### config.mk
export PLATFORM = sky130hd
export DESIGN_NAME = counter32_modes
export DESIGN_NICKNAME = d
export VERILOG_FILES = /design/src/rtl/counter32_modes.sv
export SDC_FILE = /design/constraint.sdc
export NUM_CORES = 1
export LEC_CHECK = 0
export BUFFER_PORTS_ARGS = -buffer_cell sky130_fd_sc_hd__buf_2
export CAP_MARGIN = 20
export CORE_MARGIN = 2
export CORE_UTILIZATION = 40
export CTS_BUF_LIST = sky130_fd_sc_hd__clkbuf_16
export CTS_CLUSTER_SIZE = 16
export DETAILED_ROUTE_END_ITERATION = 16
export REMOVE_ABC_BUFFERS = 1
export SYNTH_ARGS = -nofsm -noshare
export SYNTH_HDL_FRONTEND = slang
export SYNTH_SLANG_ARGS = --single-unit
### constraint.sdc
create_clock -name clk -period 3.8 [get_ports clk]
set_input_delay 0.19 -clock clk [delete_from_list [all_inputs] [get_ports clk]]
set_output_delay 0.19 -clock clk [all_outputs]
set_load 0.02 [all_outputs]
### src/rtl/counter32_modes.sv
// Multi-mode counter with four modes: count up by STEP, count down by 1, count up by 1, and load.
// Also provides a saturating wrap-event counter and a load acknowledge.
module counter32_modes #(
    parameter int unsigned WIDTH = 32,
    parameter int unsigned STEP  = 3,
    parameter int unsigned WRAPW = 8
) (
    input  logic             clk,
    input  logic             reset,
    input  logic             enable,
    input  logic [1:0]       modo,
    input  logic [WIDTH-1:0] D,
    output logic [WIDTH-1:0] Q,
    output logic             rco,
    output logic             load_ack,
    output logic [WRAPW-1:0] wrap_cnt,
    output logic             wrap_sat
);

    localparam logic [WIDTH:0]   StepExt = (WIDTH+1)'(STEP);
    localparam logic [WIDTH:0]   OneExt  = (WIDTH+1)'(1);
    localparam logic [WRAPW-1:0] WrapMax = '1;

    logic [WIDTH-1:0] r_q;
    logic             r_rco;
    logic             r_load_ack;
    logic [WRAPW-1:0] r_wrap_cnt;
    logic             r_wrap_sat;

    logic [WIDTH:0]   w_sum;
    logic [WIDTH-1:0] w_q_next;
    logic             w_wrap;
    logic             w_load;
    logic [WRAPW-1:0] w_wrap_cnt_next;

    // Bit WIDTH of the widened sum is the carry (up) or borrow (down) of the step.
    always_comb begin
        w_sum    = {1'b0, r_q};
        w_load   = 1'b0;
        w_wrap   = 1'b0;
        w_q_next = r_q;
        if (enable) begin
            unique case (modo)
                2'b00: w_sum = {1'b0, r_q} + StepExt;
                2'b01: w_sum = {1'b0, r_q} - OneExt;
                2'b10: w_sum = {1'b0, r_q} + OneExt;
                2'b11: w_load = 1'b1;
            endcase
            w_q_next = w_load ? D : w_sum[WIDTH-1:0];
            w_wrap   = ~w_load & w_sum[WIDTH];
        end
    end

    always_comb begin
        w_wrap_cnt_next = r_wrap_cnt;
        if (w_wrap && (r_wrap_cnt != WrapMax)) begin
            w_wrap_cnt_next = r_wrap_cnt + WRAPW'(1);
        end
    end

    always_ff @(posedge clk or posedge reset) begin
        if (reset) begin
            r_q        <= '0;
            r_rco      <= 1'b0;
            r_load_ack <= 1'b0;
            r_wrap_cnt <= '0;
            r_wrap_sat <= 1'b0;
        end else begin
            r_q        <= w_q_next;
            r_rco      <= w_wrap;
            r_load_ack <= w_load;
            r_wrap_cnt <= w_wrap_cnt_next;
            r_wrap_sat <= r_wrap_sat | (w_wrap_cnt_next == WrapMax);
        end
    end

    assign Q        = r_q;
    assign rco      = r_rco;
    assign load_ack = r_load_ack;
    assign wrap_cnt = r_wrap_cnt;
    assign wrap_sat = r_wrap_sat;

endmodule

==> flow_results.xml <==
<?xml version="1.0" encoding="UTF-8"?>
<metrics>
  <group name="pwr">
    <metric name="power.ir.vdd_worst" unit="mV">0.341</metric>
    <metric name="switchingPower" unit="W">0.00158</metric>
    <metric name="pwr-share-seq" unit="%">33.1</metric>
    <metric name="power.share.clock" unit="%">17.8</metric>
    <metric name="swShare" unit="%">48.4</metric>
    <metric name="comb_power_share" unit="%">49.1</metric>
    <metric name="pwr_density_cell" unit="nW/um^2">654</metric>
    <metric name="cell_internal_pwr" unit="W">0.00168</metric>
    <metric name="p_leak" unit="nW">2.12</metric>
  </group>
  <group name="yosys">
    <metric name="post_synth_fa_ha_maj_area_fraction" unit="%">3.36</metric>
    <metric name="main_combinational_cell_family_by_area_after_synthesis" unit="">compound AO/OA/AOI/OAI gates</metric>
    <metric name="mean_area_per_synthesized_cell" unit="sq um">7.56</metric>
    <metric name="top_flip_flop_cell_by_instance_count_after_synthesis" unit="">sky130_fd_sc_hd__dfrtp_1</metric>
    <metric name="synth_compound_area_share" unit="%">32.3</metric>
    <metric name="synth_top_area_cell" unit="">sky130_fd_sc_hd__dfrtp_1</metric>
    <metric name="synthMuxAreaShare" unit="%">2.26</metric>
    <metric name="synth.area.top_cells" unit="">sky130_fd_sc_hd__dfrtp_1, sky130_fd_sc_hd__a21oi_1, sky130_fd_sc_hd__xnor2_1</metric>
    <metric name="share_of_synthesized_cell_area_in_and_or_nand_and_nor_gates" unit="%">23.3</metric>
    <metric name="area_of_the_mapped_netlist" unit="sq um">4320</metric>
    <metric name="number_of_synthesized_flops_with_an_enable_pin" unit="">0</metric>
    <metric name="post_synth_inst_count" unit="">571</metric>
    <metric name="synth.yosys.warnings" unit="">0</metric>
    <metric name="yosysTopAreaCellShare" unit="%">24.9</metric>
    <metric name="synth.lib_cells_used.distinct" unit="">78</metric>
    <metric name="synth-async-reset-ratio" unit="%">100</metric>
    <metric name="synth-seq-cells" unit="">43</metric>
    <metric name="sequential_cell_area_fraction_in_the_yosys_report" unit="%">24.9</metric>
    <metric name="synth-xor-area-share" unit="%">5.48</metric>
  </group>
  <group name="detailed_routing">
    <metric name="viasPerCell" unit="">5.96</metric>
    <metric name="drt_wl_total" unit="mm">12.7</metric>
    <metric name="drt_pre_antenna_iters" unit="">5</metric>
    <metric name="wire_per_inst" unit="um">16.9</metric>
    <metric name="initialDrtViolationCount" unit="">204</metric>
    <metric name="drc" unit="">0</metric>
    <metric name="dr_total_vias" unit="">4484</metric>
    <metric name="postRouteAntennaNets" unit="">0</metric>
  </group>
  <group name="timing">
    <metric name="timing.final.max_slew_violations" unit="">0</metric>
    <metric name="report.final.hold_viol_count" unit="">0</metric>
    <metric name="final.min_clock_period" unit="ps">3120</metric>
    <metric name="tns" unit="ps">0</metric>
    <metric name="rsz0062_at_grt" unit="">false</metric>
    <metric name="timing.final.crit_share" unit="%">82.2</metric>
    <metric name="worstMarginPinSlew" unit="ps">517</metric>
    <metric name="finalClockSkew" unit="ps">10.0</metric>
    <metric name="clock.fmax" unit="GHz">0.320</metric>
    <metric name="holdWs" unit="ps">136</metric>
    <metric name="final_setup_violating_endpoints" unit="">0</metric>
    <metric name="setup_ws" unit="ps">676</metric>
    <metric name="worst_slew_margin_rel" unit="%">65.3</metric>
  </group>
  <group name="die">
    <metric name="die-width" unit="um">108</metric>
    <metric name="floorplan.initialDensity" unit="%">41.4</metric>
    <metric name="std_cell_rows" unit="">37</metric>
    <metric name="die_area" unit="sq um">11600</metric>
    <metric name="core" unit="sq um">10400</metric>
    <metric name="die_outline_height" unit="um">108</metric>
    <metric name="design.portCount" unit="">80</metric>
  </group>
  <group name="final_layout">
    <metric name="final_area" unit="sq um">4980</metric>
    <metric name="post_layout_nonfiller_instances" unit="">752</metric>
    <metric name="area.growth.synth_to_final" unit="%">15.4</metric>
    <metric name="nNetsFinal" unit="">663</metric>
    <metric name="fillers" unit="">1039</metric>
    <metric name="diodes" unit="">0</metric>
    <metric name="fraction_of_final_layout_cells_with_drive_strength_greater_than_1" unit="%">19.5</metric>
  </group>
  <group name="clocking">
    <metric name="root_buffer" unit="">sky130_fd_sc_hd__clkbuf_16</metric>
    <metric name="cts-root-to-sink-buffers" unit="">2</metric>
    <metric name="numClockSinks" unit="">43</metric>
    <metric name="clkTransAtPathRegs" unit="ps">70</metric>
    <metric name="post_cts_resize_count" unit="">0</metric>
    <metric name="cts_htree_levels" unit="">2</metric>
    <metric name="cts_buffers" unit="">5</metric>
    <metric name="clk_latency" unit="ps">300</metric>
    <metric name="clock_tree_from_tritoncts" unit="">yes</metric>
  </group>
  <group name="placed_design">
    <metric name="pre_cts_worst_setup_slack" unit="ps">376</metric>
    <metric name="io_buffer_count" unit="">79</metric>
    <metric name="dp.final_hpwl" unit="mm">8.92</metric>
    <metric name="dpl.cell_count" unit="">742</metric>
    <metric name="gpl.final_weighted_congestion" unit="">0.874</metric>
    <metric name="detailed_place.area" unit="sq um">4760</metric>
  </group>
  <group name="hold_path">
    <metric name="hp-start" unit="">D[0]</metric>
    <metric name="hold_path_class" unit="">in2reg</metric>
  </group>
  <group name="run">
    <metric name="timing.max_cap.violations" unit="">0</metric>
  </group>
  <group name="grt">
    <metric name="grt_start_max_net_pins" unit="">47</metric>
    <metric name="first_pass_grt_wire_length" unit="mm">20.9</metric>
    <metric name="grt_overflow_total" unit="">0</metric>
    <metric name="initial_antenna_violation_count" unit="">0</metric>
    <metric name="met1_usage" unit="%">30.1</metric>
    <metric name="globalRouteMet2Util" unit="%">36.5</metric>
    <metric name="grtUsageMet3" unit="%">3.09</metric>
    <metric name="gr-max-usage-layer" unit="">met2</metric>
    <metric name="grt_usage" unit="%">22.3</metric>
    <metric name="first_global_vias" unit="">4139</metric>
  </group>
  <group name="critical_path">
    <metric name="timing.critical_path.fanout_max" unit="">43</metric>
    <metric name="critical-path-max-stage-delay" unit="ps">510</metric>
    <metric name="crit_path_cell_trace" unit="">buf_2, inv_1, ha_2, buf_12, nor3b_2, a32o_1, nor4b_2, a22oi_2, and4_1, a311o_1, and4bb_4, xor2_1, a41o_1</metric>
    <metric name="critical_path.reg2reg.startpoint" unit="">Q[0]</metric>
    <metric name="timing.critical_path.from" unit="">modo[1]</metric>
    <metric name="setup.worst_path.end_class" unit="">flip-flop</metric>
    <metric name="timing.setup.critical_path_class" unit="">in2reg</metric>
    <metric name="worst_setup_start_kind" unit="">primary input</metric>
    <metric name="worstPathArrival" unit="ps">3310</metric>
    <metric name="timing.critical_path.slowest_stage_cell" unit="">sky130_fd_sc_hd__ha_2</metric>
    <metric name="cp.required" unit="ps">3990</metric>
  </group>
  <group name="run_status">
    <metric name="status" unit="">finished, final reports clean</metric>
  </group>
</metrics>
==> layout by cell type, fill, tap and decap left out, drive strengths merged, types with 5 or more instances in the layout <==
| cell type | synthesis | layout |
|---|---|---|
| nor4 | 6 | 6 |
| a22o | 5 | 5 |
| and2 | 7 | 7 |
| nand2 | 45 | 45 |
| nand2b | 6 | 6 |
| or3 | 6 | 6 |
| buf | 22 | 90 |
| inv | 29 | 29 |
| nor2 | 46 | 46 |
| o21ai | 42 | 42 |
| clkbuf | 32 | 5 |
| nor2b | 8 | 8 |
| ha | 10 | 10 |
| a22oi | 12 | 12 |
| dfrtp | 43 | 43 |
| o31ai | 5 | 5 |
| nand3 | 22 | 22 |
| a31oi | 6 | 6 |
| o22ai | 19 | 19 |
| xor2 | 6 | 6 |
| xnor2 | 21 | 21 |
| o31a | 6 | 6 |
| a2bb2oi | 10 | 10 |
| mux2i | 6 | 6 |
| a21oi | 53 | 53 |
| nor3 | 23 | 23 |
| a32oi | 6 | 6 |
==> state kept, by name (all words and copies together) (netlist names) <==
name / cells
rco: 1
wrap_cnt: 8
load_ack: 1
wrap_sat: 1
Q: 32
==> worst max-delay path: cells and delay by family <==
kind	cells	cell delay [ps]
compound gates	4	920
simple gates	4	1040
fa+ha+maj	1	510
buf+inv	3	480
xor+xnor	1	150
==> worst paths after layout <==
| path | to | slack (ps) | cells after the start |
|---|---|---|---|
| min in group asynchronous | wrap_cnt[2] | 450 | 3 |
| worst max register to register | Q[30] | 720 | 10 |
| worst max-delay path | wrap_sat | 680 | 13 |
| worst min-delay path | Q[0] | 140 | 3 |
| worst min register to register | wrap_sat | 510 | 1 |
| max in group asynchronous | Q[17] | 2850 | 4 |
==> power groups by stage <==
stage               combinational, W  sequential [W]  clock (W)
detailed placement           0.00159         0.00108          0
global placement             0.00157         0.00107          0
finish                       0.00160         0.00108   0.000581
global route                 0.00177         0.00112   0.000610
CTS                          0.00160         0.00107   0.000591
floorplan                   0.000963         0.00118          0
==> cells in the mapped netlist (6+ instances only) <==
library cell	n
sky130_fd_sc_hd__nand3_1	22
sky130_fd_sc_hd__a31oi_1	6
sky130_fd_sc_hd__a22oi_1	10
sky130_fd_sc_hd__a32oi_1	6
sky130_fd_sc_hd__a2bb2oi_1	10
sky130_fd_sc_hd__and2_1	6
sky130_fd_sc_hd__a21oi_1	53
sky130_fd_sc_hd__buf_2	11
sky130_fd_sc_hd__o21ai_1	8
sky130_fd_sc_hd__clkbuf_1	32
sky130_fd_sc_hd__xor2_1	6
sky130_fd_sc_hd__nor2b_1	8
sky130_fd_sc_hd__xnor2_1	21
sky130_fd_sc_hd__o22ai_1	18
sky130_fd_sc_hd__inv_1	28
sky130_fd_sc_hd__nor3_1	21
sky130_fd_sc_hd__nor2_1	46
sky130_fd_sc_hd__ha_1	10
sky130_fd_sc_hd__mux2i_1	6
sky130_fd_sc_hd__dfrtp_1	43
sky130_fd_sc_hd__nor4_1	6
sky130_fd_sc_hd__nand2b_1	6
sky130_fd_sc_hd__or3_1	6
sky130_fd_sc_hd__o21ai_0	34
sky130_fd_sc_hd__nand2_1	45
==> cell type report <==
class                   instances  area (sq um)  area share (%)
multi-input cells             445          2900            58.1
flip-flops and latches         43          1080            21.6
repair buffers                 91           538            10.8
well taps                     136           170            3.42
clock buffers                   5           125            2.51
inverters                      29           109            2.19
clock inverters                 3          67.6            1.36
==> metal layers <==
metal	share of wire, %	up-vias	wire length (um)
met5	0	-	0
met2	47	136	5990
met1	46	2140	5790
li1	-	2191	-
met4	2.0	0	257
met3	5.2	17	667
==> what timing repair did <==
action / 4_1_cts / 5_1_grt
buffers inserted: 0 / 0
hold buffers: 0 / 1
hold endpoints to repair: 0 / 19
==> cells by family after synthesis <==
kind of cell / count (synthesis)
simple gates: 192
fa+ha+maj: 11
flops: 43
buf+inv: 83
xor+xnor: 27
mux: 9
compound gates: 206
==> per-stage QoR <==
step                      utilization (%)  power (W)
after floorplan                         -    0.00215
after global placement               45.7    0.00263
after detailed placement             45.7    0.00267
after CTS                            47.5    0.00326
after global routing                 47.8    0.00351
final                                47.8    0.00326
No activity file was read; power rests on OpenSTA's default activity.
